## config.mk

```make
export PLATFORM = sky130hd
export DESIGN_NAME = mem_port_arbiter
export DESIGN_NICKNAME = d
export VERILOG_FILES = /design/src/rtl/sys_defs.sv /design/src/rtl/mem_arb_age_ctr.sv /design/src/rtl/mem_port_arbiter.sv
export SDC_FILE = /design/constraint.sdc
export NUM_CORES = 1
export LEC_CHECK = 0
export CORE_MARGIN = 5
export CORE_UTILIZATION = 30
export DETAILED_ROUTE_END_ITERATION = 8
export DONT_BUFFER_PORTS = 1
export PLACE_DENSITY = 0.45
export SYNTH_ARGS = -nofsm -noshare
export SYNTH_HDL_FRONTEND = slang
export SYNTH_SLANG_ARGS = --single-unit
```

## constraint.sdc

```tcl
create_clock -name clock -period 5.1 [get_ports clock]
set_input_delay 1.53 -clock clock [delete_from_list [all_inputs] [get_ports clock]]
set_output_delay 1.53 -clock clock [all_outputs]
set_load 0.01 [all_outputs]
```

## src/rtl/sys_defs.sv

```systemverilog
// sys_defs: shared definitions for the memory-port arbiter.
//   MEM_SIZE        - access size encoding used on LSQ and dcache ports
//   ARB_STATE       - arbiter FSM state encoding
//   MEM_TAG_W       - default width of the dcache load tag
//   MEM_STARVE_MAX  - default lost-arbitration limit in age mode
package sys_defs;

  localparam int MEM_TAG_W      = 3;
  localparam int MEM_STARVE_MAX = 4;

  typedef enum logic [1:0] {
    MEM_BYTE   = 2'd0,
    MEM_HALF   = 2'd1,
    MEM_WORD   = 2'd2,
    MEM_DOUBLE = 2'd3
  } MEM_SIZE;

  typedef enum logic [1:0] {
    ARB_IDLE    = 2'd0,
    ARB_HOLD    = 2'd1,
    ARB_WAIT_LD = 2'd2
  } ARB_STATE;

endpackage

```

## src/rtl/mem_arb_age_ctr.sv

```systemverilog
// mem_arb_age_ctr: saturating count of consecutive lost arbitrations.
//   clock, reset  - rising-edge clock, synchronous active-high reset
//   i_lose        - requester was valid in an arbitration cycle and lost
//   i_win         - requester was granted (clears the count)
//   o_starved     - count has reached MAX
module mem_arb_age_ctr #(
  parameter int MAX = 4
) (
  input  logic clock,
  input  logic reset,
  input  logic i_lose,
  input  logic i_win,
  output logic o_starved
);

  localparam int W = $clog2(MAX + 1);

  logic [W-1:0] r_cnt;

  always_ff @(posedge clock) begin
    if (reset) begin
      r_cnt <= '0;
    end else if (i_win) begin
      r_cnt <= '0;
    end else if (i_lose && (r_cnt != W'(MAX))) begin
      r_cnt <= r_cnt + 1'b1;
    end
  end

  assign o_starved = (r_cnt == W'(MAX));

endmodule

```

## src/rtl/mem_port_arbiter.sv

```systemverilog
// mem_port_arbiter: single dcache port shared by LSQ loads and retired-store
// drains. One request is registered and held toward the dcache until accepted;
// at most one load is outstanding, matched back by a wrapping tag.
//   clock, reset                  - rising-edge clock, sync active-high reset
//   ld_req_* / st_req_*           - load / store request handshakes from LSQ
//   dc_req_*                      - held request to dcache, dc_req_accept ends it
//   dc_rsp_*                      - dcache load response (tag matched)
//   ld_rsp_valid / ld_rsp_data    - registered load result to LSQ
//   flush                         - squashes load traffic, never held stores
// Build option: define MEM_ARB_AGE_EN for anti-starvation arbitration (a load
// that lost STARVE_MAX consecutive arbitrations beats a pending store).
// Without it, stores always take priority.
module mem_port_arbiter
  import sys_defs::*;
#(
  parameter int TAG_W      = MEM_TAG_W,
  parameter int STARVE_MAX = MEM_STARVE_MAX
) (
  input  logic             clock,
  input  logic             reset,
  input  logic             ld_req_valid,
  output logic             ld_req_ready,
  input  logic [31:0]      ld_req_addr,
  input  MEM_SIZE          ld_req_size,
  input  logic             st_req_valid,
  output logic             st_req_ready,
  input  logic [31:0]      st_req_addr,
  input  logic [63:0]      st_req_data,
  input  MEM_SIZE          st_req_size,
  output logic             dc_req_valid,
  output logic             dc_req_is_store,
  output logic [31:0]      dc_req_addr,
  output logic [63:0]      dc_req_data,
  output MEM_SIZE          dc_req_size,
  output logic [TAG_W-1:0] dc_req_tag,
  input  logic             dc_req_accept,
  input  logic             dc_rsp_valid,
  input  logic [TAG_W-1:0] dc_rsp_tag,
  input  logic [63:0]      dc_rsp_data,
  output logic             ld_rsp_valid,
  output logic [63:0]      ld_rsp_data,
  input  logic             flush
);

  ARB_STATE         r_state;
  logic             r_is_store;
  logic [31:0]      r_addr;
  logic [63:0]      r_data;
  MEM_SIZE          r_size;
  logic [TAG_W-1:0] r_tag;
  logic [TAG_W-1:0] r_wait_tag;
  logic             r_rsp_valid;
  logic [63:0]      r_rsp_data;

  logic w_idle;
  logic w_ld_win;
  logic w_st_win;
  logic w_ld_force;

  // Grants are gated by reset so no ready is seen while reset is asserted.
  assign w_idle = (r_state == ARB_IDLE) && !reset;

`ifdef MEM_ARB_AGE_EN
  logic w_ld_starved;
  logic w_st_starved;

  mem_arb_age_ctr #(.MAX(STARVE_MAX)) u_ld_age (
    .clock     (clock),
    .reset     (reset),
    .i_lose    (w_idle && ld_req_valid && !w_ld_win),
    .i_win     (w_ld_win),
    .o_starved (w_ld_starved)
  );

  mem_arb_age_ctr #(.MAX(STARVE_MAX)) u_st_age (
    .clock     (clock),
    .reset     (reset),
    .i_lose    (w_idle && st_req_valid && !w_st_win),
    .i_win     (w_st_win),
    .o_starved (w_st_starved)
  );

  assign w_ld_force = w_ld_starved && !w_st_starved;
`else
  assign w_ld_force = 1'b0;
`endif

  // A flush in IDLE blocks the load grant; a store may still go that cycle.
  assign w_ld_win = w_idle && ld_req_valid && !flush && (!st_req_valid || w_ld_force);
  assign w_st_win = w_idle && st_req_valid && !w_ld_win;

  always_ff @(posedge clock) begin
    if (reset) begin
      r_state     <= ARB_IDLE;
      r_is_store  <= 1'b0;
      r_addr      <= '0;
      r_data      <= '0;
      r_size      <= MEM_BYTE;
      r_tag       <= '0;
      r_wait_tag  <= '0;
      r_rsp_valid <= 1'b0;
      r_rsp_data  <= '0;
    end else begin
      r_rsp_valid <= 1'b0;
      case (r_state)
        ARB_IDLE: begin
          if (w_st_win) begin
            r_is_store <= 1'b1;
            r_addr     <= st_req_addr;
            r_data     <= st_req_data;
            r_size     <= st_req_size;
            r_state    <= ARB_HOLD;
          end else if (w_ld_win) begin
            r_is_store <= 1'b0;
            r_addr     <= ld_req_addr;
            r_data     <= '0;
            r_size     <= ld_req_size;
            r_state    <= ARB_HOLD;
          end
        end
        ARB_HOLD: begin
          if (r_is_store) begin
            if (dc_req_accept) begin
              r_state <= ARB_IDLE;
            end
          end else if (flush) begin
            // The dcache may already have taken it; retire that tag so a
            // late response for it can never match a later load.
            if (dc_req_accept) begin
              r_tag <= r_tag + 1'b1;
            end
            r_state <= ARB_IDLE;
          end else if (dc_req_accept) begin
            r_wait_tag <= r_tag;
            r_tag      <= r_tag + 1'b1;
            r_state    <= ARB_WAIT_LD;
          end
        end
        ARB_WAIT_LD: begin
          // The tag counter already advanced at accept, so after a flush the
          // next load carries a different tag than the abandoned one.
          if (flush) begin
            r_state <= ARB_IDLE;
          end else if (dc_rsp_valid && (dc_rsp_tag == r_wait_tag)) begin
            r_rsp_valid <= 1'b1;
            r_rsp_data  <= dc_rsp_data;
            r_state     <= ARB_IDLE;
          end
        end
        default: r_state <= ARB_IDLE;
      endcase
    end
  end

  assign ld_req_ready    = w_ld_win;
  assign st_req_ready    = w_st_win;
  assign dc_req_valid    = (r_state == ARB_HOLD);
  assign dc_req_is_store = r_is_store;
  assign dc_req_addr     = r_addr;
  assign dc_req_data     = r_data;
  assign dc_req_size     = r_size;
  assign dc_req_tag      = r_tag;
  assign ld_rsp_valid    = r_rsp_valid;
  assign ld_rsp_data     = r_rsp_data;

endmodule

```

---- Yosys cells after proc, flatten, opt, wreduce, memory -nomap -nowiden ----
Index checks and enable logic that the tools add are counted.
operators by class
  $add $sub $neg .......................... 1
  equal/unequal tests ..................... 7
  mux-type cells .......................... 18
  bitwise operators ....................... 3
  reductions and logical operators ........ 19
operators by type and width
  cell                   number
  $mux W64               2
  $mux W32               2
  $mux W2                10
  $ne A3 B3 Y1 const B   3
  $reduce_and A4 Y1      2
  $logic_and A1 B1 Y1    7
  $pmux W2 S3            1
  $reduce_and A3 Y1      2
  $logic_not A1 Y1       4
  $add A3 B1 Y3 const B  1
  $eq A3 B3 Y1           1
  $mux W1                3
  $ne A3 B1 Y1 const B   1
  $not A1 Y1             3
  $reduce_or A3 Y1       1
  $eq A2 B1 Y1 const B   1
  $eq A2 B2 Y1 const B   1
  $logic_not A2 Y1       1
  $reduce_and A2 Y1      1
  $reduce_bool A2 Y1     1
storage, ports and cells
  bits in registers ....................... 172
  input bits .............................. 206
  output and inout bits ................... 170
  word-level logic and storage cells ...... 57

---- Longest topological paths before layout ----
  depth in word-level cells ............... 9
  depth in mapped cells ................... 7
  gate-level depth less buffers ........... 5

---- Worst setup path after synthesis ----
No wires, ideal clock.
  path type ............................... input-to-output
  start point ............................. input port reset
  end point ............................... output port ld_req_ready
  data arrival time ....................... 2.500 ns
  required time ........................... 3.570 ns
  setup slack ............................. 1.070 ns
  stages on the path ...................... 5
  buffers on the path ..................... 2
  cell sequence ........................... or3_1 > or3_1 > buf_6 > clkinv_8 > buf_6
on the way
  cells in the longest elaborated chain, start to end .. 5
ends and longest elaborated chain
  element                           line                    text
  from (decl)                       mem_port_arbiter.sv:20  input logic reset,
  $logic_not A1 Y1                  mem_port_arbiter.sv:61  assign w_idle = (r_state == ARB_IDLE) && !reset;
  $logic_and A1 B1 Y1               mem_port_arbiter.sv:61
  $logic_and A1 B1 Y1 (3 in a row)  mem_port_arbiter.sv:89  assign w_ld_win = w_idle && ld_req_valid && !flush && (!st_req_valid || w_ld_force);
  to (decl)                         mem_port_arbiter.sv:22  output logic ld_req_ready,
No other way between the ends.

---- Worst setup path after layout ----
  start point ............................. input port reset
  end point ............................... output port st_req_ready
on the way
  cells in the longest elaborated chain, start to end .. 7
  elaborated cells on any way between the ends .. 8
ends and longest elaborated chain
  element                           line                    text
  $logic_not A1 Y1 (*)              mem_port_arbiter.sv:61
  $logic_and A1 B1 Y1 (*)           mem_port_arbiter.sv:61
  $logic_and A1 B1 Y1 (3 in a row)  mem_port_arbiter.sv:89
  $logic_not A1 Y1                  mem_port_arbiter.sv:90  assign w_st_win = w_idle && st_req_valid && !w_ld_win;
  $logic_and A1 B1 Y1 (*)           mem_port_arbiter.sv:90
  to (decl)                         mem_port_arbiter.sv:26  output logic st_req_ready,
Mark *: on every way between the ends. The rest lies on a longest branch, timed or not.

==> results by group <==
Outcome
  • Status: complete, no violations

Setup path
  • Worst Setup SP: reset
  • Crit-path cells: nor3_1 > nand2_1 > buf_4 > clkinv_2
  • CP delay by family, top: buffers and inverters
  • Critical-path maximum fanout: 174
  • WP data arrival: 2570 ps
  • Crit-path slowest cell: clkinv_2
  • Reg2Reg Launch Point: r_state[1]$_SDFFE_PP0P_
  • Buffer and inverter count on the worst path: 2
  • CP endpoint kind: primary output
  • Worst Setup Start Kind: input port
  • Worst Setup Path Type: in2out
  • Reg2Reg Setup Slack: 2250 ps
  • Worst EP required: 3570 ps
  • CP max stage delay: 340 ps

Clocking
  • CTS buffer count: 17
  • CTS tree: built
  • Clk pin slew, worst setup/hold paths: 70 ps
  • Clock sinks: 172
  • Clock root cell: clkbuf_16
  • Post-CTS Resized: 0
  • # hold bufs at CTS: 0
  • Clk_lat worst skew: 420 ps
  • # Post-CTS Setup Buffers: 0
  • Longest Clk Path Bufs: 2
  • H-tree Lvls: 4

Floorplanning
  • Area of the core: 21000 um^2
  • Die X-Extent: 156 um
  • IO Count: 376
  • Die H: 156 um
  • DIE AREA: 24200 um^2
  • Rows: 53
  • Initial core utilization: 30.4%

Routing
  • Antenna Nets Post-Route: 0
  • Vias per Instance: 5.19
  • DRC: 0
  • Iteration-0 DRC Markers: 357
  • Via count: 5100
  • Average wire per standard cell: 19.6 um
  • WL final: 19300 um
  • DRT Pass-1 Iters: 5

Power and ir drop
  • Internal power component: 2160 uW
  • NetSw: 734 uW
  • Leak Pwr: 0.00235 uW
  • Maximum vdd drop: 0.000190 V
  • Clk pwr share: 44.6%
  • Comb pwr share: 5.1%
  • Switch share: 25.3%
  • Part of the power in registers: 50.3%
  • Pwr Density: 409 nW/um^2

Place
  • Placer Congestion: 0.808
  • Area post-placement: 6480 um^2
  • Hpwl dp: 13900 um
  • # port buffers: 0

Cells and area
  • Commonest cells after routing, fill and taps aside: 172 x dfxtp_1, 130 x nand2_1, 122 x nor2_1
  • Most common cell after layout, fill and taps aside: dfxtp_1
  • Final net count: 901
  • Post-route cell area: 7080 um^2
  • Layout area overhead: 11.2%
  • Share of cells above drive strength 1: 9.90%
  • Diodes inserted: 0

STA
  • Tcrit/Tclk final: 80.3%
  • Final-report max-slew violation count: 0
  • Clock skew: 12.0 ps
  • Slew @ Worst Pin: 1120 ps
  • Post-layout min period: 4100 ps
  • Max-slew headroom: 25.1%
  • Setup TNS Final: 0 ps
  • Unrepaired setup endpoints after global routing: false
  • Final Hold Fails: 0
  • F_max: 0.244 GHz
  • Final setup viols: 0

GRT
  • Pin count of the biggest net entering global routing: 175
  • Vias in the first global route: 4980
  • GRT Overall Usage: 14.8%
  • First-pass GRT wire length: 28600 um
  • Total grt overflow: 0
  • Initial antenna violation count: 0

Synth
  • Seq/Total Area, Yosys: 54.1%
  • Synth Flop Type: dfxtp_1
  • Post-Syn Area: 6360 um^2
  • YS warnings: 0
  • Async set-reset flop share out of synthesis: 0%
  • Cells after Synth: 732
  • Number of synthesized register bits: 172
  • Synth cell types: 29
  • Syn avg cell area: 8.70 um^2
  • Number of synthesized flops with an enable pin: 0
  • Net Count, Synth: 939

Hold path
  • HP Class: reg2reg
  • HP Start: ld_rsp_data[5]$_SDFFE_PP0P_

Job
  • Max-Cap Viols: 0
==> worst paths after layout <==
| path | endpoint | cells after the start |
|---|---|---|
| hold / removal | ld_rsp_data[5]$_SDFFE_PP0P_ | 2 |
| hold reg to reg | ld_rsp_data[5]$_SDFFE_PP0P_ | 2 |
| setup / recovery | st_req_ready | 4 |
| setup reg to reg | dc_req_addr[15]$_SDFFE_PP0P_ | 7 |
==> cell families (layout without fill, tap and decap cells) <==
logic type,count (synthesis),count (layout),synth area share [%]
AOI/OAI and AO/OA,132,132,12.9
xor gates and xnor gates,5,5,0.688
adders and majority gates,1,1,0.197
buffers and inverters,64,39,4.68
DFF,172,172,54.1
muxes,4,4,0.629
and+or+nand+nor,354,354,26.8
==> layer usage <==
metal  track usage (%)  share of wire (%)
met1              16.7                 38
met2              24.7                 49
met3              6.60                 11
met4              5.71                2.4
met5                 0                  0
==> cell usage after synthesis, types with 6 or more instances <==
cell / instances / share of area [%]
dfxtp_1: 172 / 54
nand2_1: 130 / 7.7
nor2_1: 122 / 7.2
a21oi_1: 65 / 5.1
a22oi_1: 64 / 7.5
nor3_1: 54 / 4.2
clkbuf_1: 44 / 2.6
nor4_2: 28 / 5.5
buf_1: 8 / 0.47
buf_2: 6 / 0.47
nor4_1: 6 / 0.59
==> per-stage QoR <==
step	worst slack, ps	total power [uW]	hold slack [ps]	cells	utilization [%]
finish	1000	2900	502	982	33.8
global placement	979	1630	489	950	30.9
detailed placement	973	1640	495	950	30.9
floorplan	1070	1620	481	732	-
global route	902	3030	513	982	33.8
CTS	983	2950	505	982	33.8
==> power by group through the flow <==
stage	combinational [uW]	clock [uW]	sequential, uW
final	148	1290	1460
after global routing	168	1400	1460
after global placement	143	0	1490
after detailed placement	150	0	1490
after CTS	150	1340	1460
after floorplan	149	0	1470
==> area by class of cell <==
| type | count | area [um^2] |
|---|---|---|
| fillers | 2176 | 13900 |
| flip-flops and latches | 172 | 3440 |
| multi-input cells | 496 | 2640 |
| clock buffers | 18 | 439 |
| well taps | 275 | 344 |
| clock inverters | 14 | 154 |
| repair buffers | 5 | 37.5 |
| inverters | 2 | 21.3 |
==> worst min-delay path: stages (launching register included) <==
cell and delay [ps]:
dfxtp_1 340, nand2_1 70, a21oi_1 50
==> flip-flops by register name, indices dropped and copies added (netlist names) <==
register and cells:
dc_req_tag 3, r_wait_tag 3, ld_rsp_data 64, ld_rsp_valid 1
dc_req_addr 32, r_state 2, dc_req_data 64, dc_req_size 2
dc_req_is_store 1
(Power assumes the default switching activity.)
